File: config.mk
export PLATFORM = sky130hd
export DESIGN_NAME = ir_nec_rx
export DESIGN_NICKNAME = d
export VERILOG_FILES = /design/src/rtl/ir_nec_pkg.sv /design/src/rtl/ir_edge_filter.sv /design/src/rtl/ir_nec_rx.sv
export SDC_FILE = /design/constraint.sdc
export NUM_CORES = 1
export LEC_CHECK = 0
export ABC_AREA = 1
export CELL_PAD_IN_SITES_DETAIL_PLACEMENT = 1
export CELL_PAD_IN_SITES_GLOBAL_PLACEMENT = 1
export CORE_UTILIZATION = 40
export DETAILED_ROUTE_END_ITERATION = 6
export PLACE_DENSITY = 0.81
export RECOVER_POWER = 100
export SYNTH_ARGS = -nofsm -noshare
export SYNTH_HDL_FRONTEND = slang
export SYNTH_SLANG_ARGS = --single-unit
File: constraint.sdc
create_clock -name clock_in -period 3.9 [get_ports clock_in]
set_input_delay 0.78 -clock clock_in [delete_from_list [all_inputs] [get_ports clock_in]]
set_output_delay 0.78 -clock clock_in [all_outputs]
set_load 0.02 [all_outputs]
File: src/rtl/ir_nec_pkg.sv
// Shared types and NEC timing windows for the IR receiver.
// All durations are in 10 us ticks; windows are inclusive.
package ir_nec_pkg;

    typedef enum logic [2:0] {
        IDLE,
        LEAD_MARK,
        LEAD_SPACE,
        BIT_MARK,
        BIT_SPACE,
        STOP_MARK,
        REP_STOP
    } state_t;

    localparam int DUR_W   = 11;
    localparam int TICK_US = 10;

    localparam int LEADER_MARK_MIN  = 800;
    localparam int LEADER_MARK_MAX  = 1000;
    localparam int LEADER_SPACE_MIN = 400;
    localparam int LEADER_SPACE_MAX = 500;
    localparam int REPEAT_SPACE_MIN = 200;
    localparam int REPEAT_SPACE_MAX = 250;
    localparam int BIT_MARK_MIN     = 40;
    localparam int BIT_MARK_MAX     = 75;
    localparam int SPACE0_MIN       = 40;
    localparam int SPACE0_MAX       = 75;
    localparam int SPACE1_MIN       = 140;
    localparam int SPACE1_MAX       = 200;

    localparam int MARK_TIMEOUT       = LEADER_MARK_MAX + 1;
    localparam int SPACE_TIMEOUT      = SPACE1_MAX + 1;
    localparam int LEAD_SPACE_TIMEOUT = LEADER_SPACE_MAX + 1;

    function automatic logic in_win(input logic [DUR_W-1:0] d, input int lo, input int hi);
        return (int'(d) >= lo) && (int'(d) <= hi);
    endfunction

endpackage

File: src/rtl/ir_edge_filter.sv
// Synchronizes the raw IR input, rejects pulses shorter than FILTER_CYCLES
// and emits one-cycle rise/fall strobes aligned with the filtered level change.
module ir_edge_filter #(
    parameter int FILTER_CYCLES = 4
) (
    input  logic clk_i,
    input  logic rst_n_i,
    input  logic ir_i,
    output logic level_o,
    output logic rise_o,
    output logic fall_o
);
    localparam int CW = (FILTER_CYCLES > 1) ? $clog2(FILTER_CYCLES) : 1;

    logic [1:0]    sync_q;
    logic [CW-1:0] cnt_q;
    logic          level_q;
    logic          rise_q;
    logic          fall_q;

    always_ff @(posedge clk_i) begin
        if (!rst_n_i) begin
            sync_q  <= 2'b11;
            cnt_q   <= '0;
            level_q <= 1'b1;
            rise_q  <= 1'b0;
            fall_q  <= 1'b0;
        end else begin
            sync_q <= {sync_q[0], ir_i};
            rise_q <= 1'b0;
            fall_q <= 1'b0;
            // any sample matching the current level restarts the run count
            if (sync_q[1] == level_q) begin
                cnt_q <= '0;
            end else if (cnt_q == CW'(FILTER_CYCLES - 1)) begin
                cnt_q   <= '0;
                level_q <= sync_q[1];
                rise_q  <= sync_q[1];
                fall_q  <= ~sync_q[1];
            end else begin
                cnt_q <= cnt_q + 1'b1;
            end
        end
    end

    assign level_o = level_q;
    assign rise_o  = rise_q;
    assign fall_o  = fall_q;

endmodule

File: src/rtl/ir_nec_rx.sv
// NEC IR frame decoder: measures filtered mark/space widths in 10 us ticks
// and reports frames, repeat codes and aborted frames as one-cycle pulses.
module ir_nec_rx
    import ir_nec_pkg::*;
#(
    parameter int CLK_HZ        = 8000000,
    parameter int FILTER_CYCLES = 4,
    parameter bit CHECK_ADDR    = 1'b1
) (
    input  logic        clock_in,
    input  logic        resetn_in,
    input  logic        ir_in,
    output logic        busy_out,
    output logic        valid_out,
    output logic        repeat_out,
    output logic        error_out,
    output logic [15:0] addr_out,
    output logic [7:0]  cmd_out
);
    localparam int DIV = CLK_HZ / (1000000 / TICK_US);
    localparam int PW  = (DIV > 1) ? $clog2(DIV) : 1;

    logic level, rise, fall;

    ir_edge_filter #(.FILTER_CYCLES(FILTER_CYCLES)) u_filter (
        .clk_i   (clock_in),
        .rst_n_i (resetn_in),
        .ir_i    (ir_in),
        .level_o (level),
        .rise_o  (rise),
        .fall_o  (fall)
    );

    state_t           state_q, state_d;
    logic [PW-1:0]    presc_q, presc_d;
    logic [DUR_W-1:0] dur_q, dur_d;
    logic [4:0]       bit_q, bit_d;
    logic [31:0]      shift_q, shift_d;
    logic [15:0]      addr_q, addr_d;
    logic [7:0]       cmd_q, cmd_d;
    logic             busy_q, busy_d;
    logic             valid_q, valid_d;
    logic             repeat_q, repeat_d;
    logic             error_q, error_d;
    logic             have_q, have_d;

    logic tick, bit_win, s0, s1, mark_to, space_to, frame_ok, abort;

    assign tick     = (presc_q == PW'(DIV - 1));
    assign presc_d  = (rise || fall || tick) ? '0 : presc_q + 1'b1;
    assign dur_d    = (rise || fall) ? '0 : ((tick && (dur_q != '1)) ? dur_q + 1'b1 : dur_q);
    assign bit_win  = in_win(dur_q, BIT_MARK_MIN, BIT_MARK_MAX);
    assign s0       = in_win(dur_q, SPACE0_MIN, SPACE0_MAX);
    assign s1       = in_win(dur_q, SPACE1_MIN, SPACE1_MAX);
    assign mark_to  = (int'(dur_q) >= MARK_TIMEOUT);
    assign space_to = (int'(dur_q) >= SPACE_TIMEOUT);
    assign frame_ok = (shift_q[23:16] == ~shift_q[31:24]) &&
                      (!CHECK_ADDR || (shift_q[15:8] == ~shift_q[7:0]));

    always_ff @(posedge clock_in) begin
        if (!resetn_in) begin
            state_q  <= IDLE;
            presc_q  <= '0;
            dur_q    <= '0;
            bit_q    <= '0;
            shift_q  <= '0;
            addr_q   <= '0;
            cmd_q    <= '0;
            busy_q   <= 1'b0;
            valid_q  <= 1'b0;
            repeat_q <= 1'b0;
            error_q  <= 1'b0;
            have_q   <= 1'b0;
        end else begin
            state_q  <= state_d;
            presc_q  <= presc_d;
            dur_q    <= dur_d;
            bit_q    <= bit_d;
            shift_q  <= shift_d;
            addr_q   <= addr_d;
            cmd_q    <= cmd_d;
            busy_q   <= busy_d;
            valid_q  <= valid_d;
            repeat_q <= repeat_d;
            error_q  <= error_d;
            have_q   <= have_d;
        end
    end

    always_comb begin
        state_d  = state_q;
        busy_d   = busy_q;
        valid_d  = 1'b0;
        repeat_d = 1'b0;
        error_d  = 1'b0;
        addr_d   = addr_q;
        cmd_d    = cmd_q;
        have_d   = have_q;
        bit_d    = bit_q;
        shift_d  = shift_q;
        abort    = 1'b0;
        case (state_q)
            IDLE: begin
                busy_d = 1'b0;
                // level rather than edge, so a fall during a decision cycle is kept
                if (!level) state_d = LEAD_MARK;
            end
            LEAD_MARK: begin
                if (rise) begin
                    if (in_win(dur_q, LEADER_MARK_MIN, LEADER_MARK_MAX)) begin
                        state_d = LEAD_SPACE;
                        busy_d  = 1'b1;
                    end else begin
                        state_d = IDLE;
                    end
                end
            end
            LEAD_SPACE: begin
                if (fall) begin
                    if (in_win(dur_q, LEADER_SPACE_MIN, LEADER_SPACE_MAX)) begin
                        state_d = BIT_MARK;
                        bit_d   = '0;
                    end else if (in_win(dur_q, REPEAT_SPACE_MIN, REPEAT_SPACE_MAX)) begin
                        state_d = REP_STOP;
                    end else begin
                        abort = 1'b1;
                    end
                end else if (int'(dur_q) >= LEAD_SPACE_TIMEOUT) begin
                    abort = 1'b1;
                end
            end
            BIT_MARK: begin
                if (rise) begin
                    if (bit_win) state_d = BIT_SPACE;
                    else         abort   = 1'b1;
                end else if (mark_to) begin
                    abort = 1'b1;
                end
            end
            BIT_SPACE: begin
                if (fall) begin
                    if (s0 || s1) begin
                        shift_d = {s1, shift_q[31:1]};
                        if (bit_q == 5'd31) begin
                            state_d = STOP_MARK;
                        end else begin
                            bit_d   = bit_q + 5'd1;
                            state_d = BIT_MARK;
                        end
                    end else begin
                        abort = 1'b1;
                    end
                end else if (space_to) begin
                    abort = 1'b1;
                end
            end
            STOP_MARK: begin
                if (rise) begin
                    if (bit_win && frame_ok) begin
                        valid_d = 1'b1;
                        addr_d  = shift_q[15:0];
                        cmd_d   = shift_q[23:16];
                        have_d  = 1'b1;
                        busy_d  = 1'b0;
                        state_d = IDLE;
                    end else begin
                        abort = 1'b1;
                    end
                end else if (mark_to) begin
                    abort = 1'b1;
                end
            end
            REP_STOP: begin
                if (rise) begin
                    if (bit_win) begin
                        repeat_d = have_q;
                        busy_d   = 1'b0;
                        state_d  = IDLE;
                    end else begin
                        abort = 1'b1;
                    end
                end else if (mark_to) begin
                    abort = 1'b1;
                end
            end
            default: state_d = IDLE;
        endcase
        if (abort) begin
            state_d = IDLE;
            busy_d  = 1'b0;
            error_d = 1'b1;
        end
    end

    assign busy_out   = busy_q;
    assign valid_out  = valid_q;
    assign repeat_out = repeat_q;
    assign error_out  = error_q;
    assign addr_out   = addr_q;
    assign cmd_out    = cmd_q;

endmodule

==> qor.yml <==
run_status:
  status: "finished clean"
global_routing:
  antenna_found_initial: 0
  grt_pass1_wl_um: 20900
  grt_max_degree: 65
  grt_usage_pct: 21.1
  overflow: 0
  grt_pass1_vias: 4409
critical_path:
  slowest_stage: "dlygate4sd3_1"
  path_delay_family: "buffers and inverters"
  end_kind: "flip-flop"
  arrival_ps: 2930
  cp_cell_sequence: "dlygate4sd3_1 > buf_4 > inv_1 > nor3_2 > o21ai_0 > nor3b_1"
  cp_num_buf_inv: 3
  max_stage_delay_ps: 530
  crit_path_start_kind: "primary input"
  worstPathRequired_ps: 4170
  path_max_fanout: 36
  worst-setup-path-type: "in -> reg"
finish:
  syn_to_final_growth_pct: 12.6
  layout-drive-gt1-share_pct: 9.75
  post-route-cell-area_sq_mm: 0.00531
  antenna_cells: 0
  final_cell_mix: "nand2_1, inv_1, dfxtp_1"
  fin_nets: 682
  mostFrequentLayoutCell: "nand2_1"
logic_synthesis:
  ys_ff_latch: 94
  synth_ff_type: "dfxtp_1"
  yosysWarnings: 0
  async_flop_share_pct: 0
  ys_types: 38
  syn_area_per_cell_sq_um: 7.26
  synthCells: 649
  synth_edf_count: 0
  syn_area_sq_mm: 0.00471
  synth_nets: 659
  synth_seq_area_share_pct: 39.9
floorplanning:
  die_h_um: 111
  dieArea_sq_mm: 0.0122
  core.rowCount: 39
  start_util_pct: 41.1
  num_io_pins: 31
  core_sq_mm: 0.0115
  die_w_um: 111
sta:
  fin_skew_ps: 10.7
  max_freq_mhz: 375
  setup_tns_ps: 0
  worst_pin_slew_ps: 1120
  drv_slew: 0
  fin_crit_ps: 2660
  max_slew_margin_pct: 25.3
  period_share_pct: 68.3
  setup_slack_ps: 1240
  finalHoldViolCount: 0
  rsz0062_at_grt: "no"
  whs_ps: 437
  setup_viol: 0
clocking:
  clockRootBuffer: "clkbuf_16"
  insertion_delay_ps: 360
  clkTransAtPathRegs_ps: 70
  cts_buffer_depth: 2
  post_cts_buffers: 0
  htreeDepth: 3
  hold_buffers: 0
  cts_buffers: 9
  cts_resized: 0
  numClockSinks: 94
  cts_tree: "built"
power:
  power.density_mw_per_mm2: 387
  switching_share_pct: 27.8
  power_leakage_nw: 2.16
  ir_worst_vdd_mv: 0.289
  seq_power_share_pct: 48.1
  fin_total_pwr_mw: 2.05
  internal_power_mw: 1.48
  p_clk_share_pct: 40.5
  switchingPower_mw: 0.572
  comb_power_share_pct: 11.3
routing:
  drtAntennaViolNets: 0
  drtIter0Drc: 141
  finalWirelength_um: 12100
  wire_per_inst_um: 14.8
  dr.pass1.iters: 4
  via_per_inst: 5.17
  vias: 4241
  drc: 0
place:
  dp_hpwl_um: 8880
  placed_area_sq_mm: 0.00508
  pre_cts_ws_ps: 1020
  gp_congestion: 0.867
  port_buffers: 30
worst_hold_path:
  min_path_type: "reg -> reg"
flow_run:
  cap_violations: 0
-- layer usage --
| metal | part of all wire [%] | global-route usage, % | vias to the layer above | routed length (um) |
|---|---|---|---|---|
| met5 | 0 | 0 | - | 0 |
| li1 | - | - | 2130 | - |
| met4 | 2.1 | 7.73 | 0 | 250 |
| met1 | 44 | 24.1 | 2046 | 5310 |
| met3 | 2.2 | 4.88 | 19 | 269 |
| met2 | 52 | 38.1 | 46 | 6270 |
-- cell usage after synthesis, types with 2 or more instances --
| cell | number | share of area, % |
|---|---|---|
| a211oi_2 | 24 | 6.4 |
| a21oi_1 | 53 | 5.6 |
| a21oi_2 | 6 | 1.1 |
| a31oi_1 | 2 | 0.27 |
| buf_2 | 6 | 0.64 |
| buf_6 | 6 | 1.4 |
| clkbuf_1 | 8 | 0.64 |
| dfxtp_1 | 94 | 40 |
| ha_1 | 7 | 1.9 |
| inv_1 | 95 | 7.6 |
| inv_2 | 7 | 0.56 |
| nand2_1 | 131 | 10 |
| nand2_2 | 3 | 0.40 |
| nand3_1 | 33 | 3.5 |
| nand3_4 | 2 | 0.74 |
| nand4_1 | 9 | 1.2 |
| nor2_1 | 76 | 6.1 |
| nor2_2 | 5 | 0.66 |
| nor2_4 | 2 | 0.48 |
| nor3_1 | 10 | 1.1 |
| nor3b_1 | 4 | 0.64 |
| o21ai_0 | 16 | 1.7 |
| o21ai_1 | 30 | 3.2 |
| or2_2 | 3 | 0.40 |
| xor2_1 | 4 | 0.74 |
-- flip-flops by register name, summed over array words and instances (netlist names), 3 cells and up --
name and count:
shift_q 32, addr_out 16, dur_q 11, cmd_out 8, presc_q 7, bit_q 5, state_q 3
-- final cells by class --
class | instances | area [sq um]
Clock buffer | 11 | 233
Clock inverter | 5 | 40.0
Fill cell | 1486 | 6160
Inverter | 104 | 393
Multi-Input combinational cell | 430 | 2260
Sequential cell | 94 | 1880
Tap cell | 143 | 179
Timing Repair Buffer | 33 | 318
-- stage by stage --
stage          util [%]  instances
3_5_place_dp       44.3        804
5_1_grt            46.3        820
6_report           46.3        820
3_3_place_gp       44.3        804
2_1_floorplan         -        649
4_1_cts            46.7        820
-- power by group through the flow --
stage / clock [mW] / combinational, mW / sequential [mW]
CTS: 0.859 / 0.233 / 0.988
global placement: 0 / 0.217 / 1.01
finish: 0.832 / 0.232 / 0.988
detailed placement: 0 / 0.227 / 1.01
global route: 0.889 / 0.259 / 0.991
floorplan: 0 / 0.169 / 1.01
-- worst reg2reg max path, delay by kind of cell, from the launching register on --
| kind | cells | cell delay, ps |
|---|---|---|
| buf+inv | 2 | 770 |
| compound gates | 3 | 680 |
| simple gates | 1 | 600 |
| flops | 1 | 450 |
-- kinds of logic (layout without fill, tap and decap cells) --
kind of cell	count (synthesis)	count (layout)	synth area share, %
simple gates	282	282	26.5
compound gates	137	137	19.8
buf+inv	125	153	11.2
flops	94	94	39.9
fa+ha+maj	7	7	1.86
xor+xnor	4	4	0.744
-- path summary, 6_finish.rpt --
| kind | startpoint | to | slack (ps) | cells after the start |
|---|---|---|---|---|
| worst max register to register | state_q[2]$_SDFFE_PP0P_ | shift_q[7]$_SDFFE_PN0P_ | 1260 | 6 |
| worst min-delay path | u_filter.cnt_q[0]$_SDFF_PP0_ | u_filter.cnt_q[0]$_SDFF_PP0_ | 440 | 1 |
| worst min register to register | u_filter.cnt_q[0]$_SDFF_PP0_ | u_filter.cnt_q[0]$_SDFF_PP0_ | 440 | 1 |
| worst max-delay path | resetn_in | presc_q[2]$_SDFF_PP0_ | 1240 | 6 |
(Power assumes the default switching activity.)
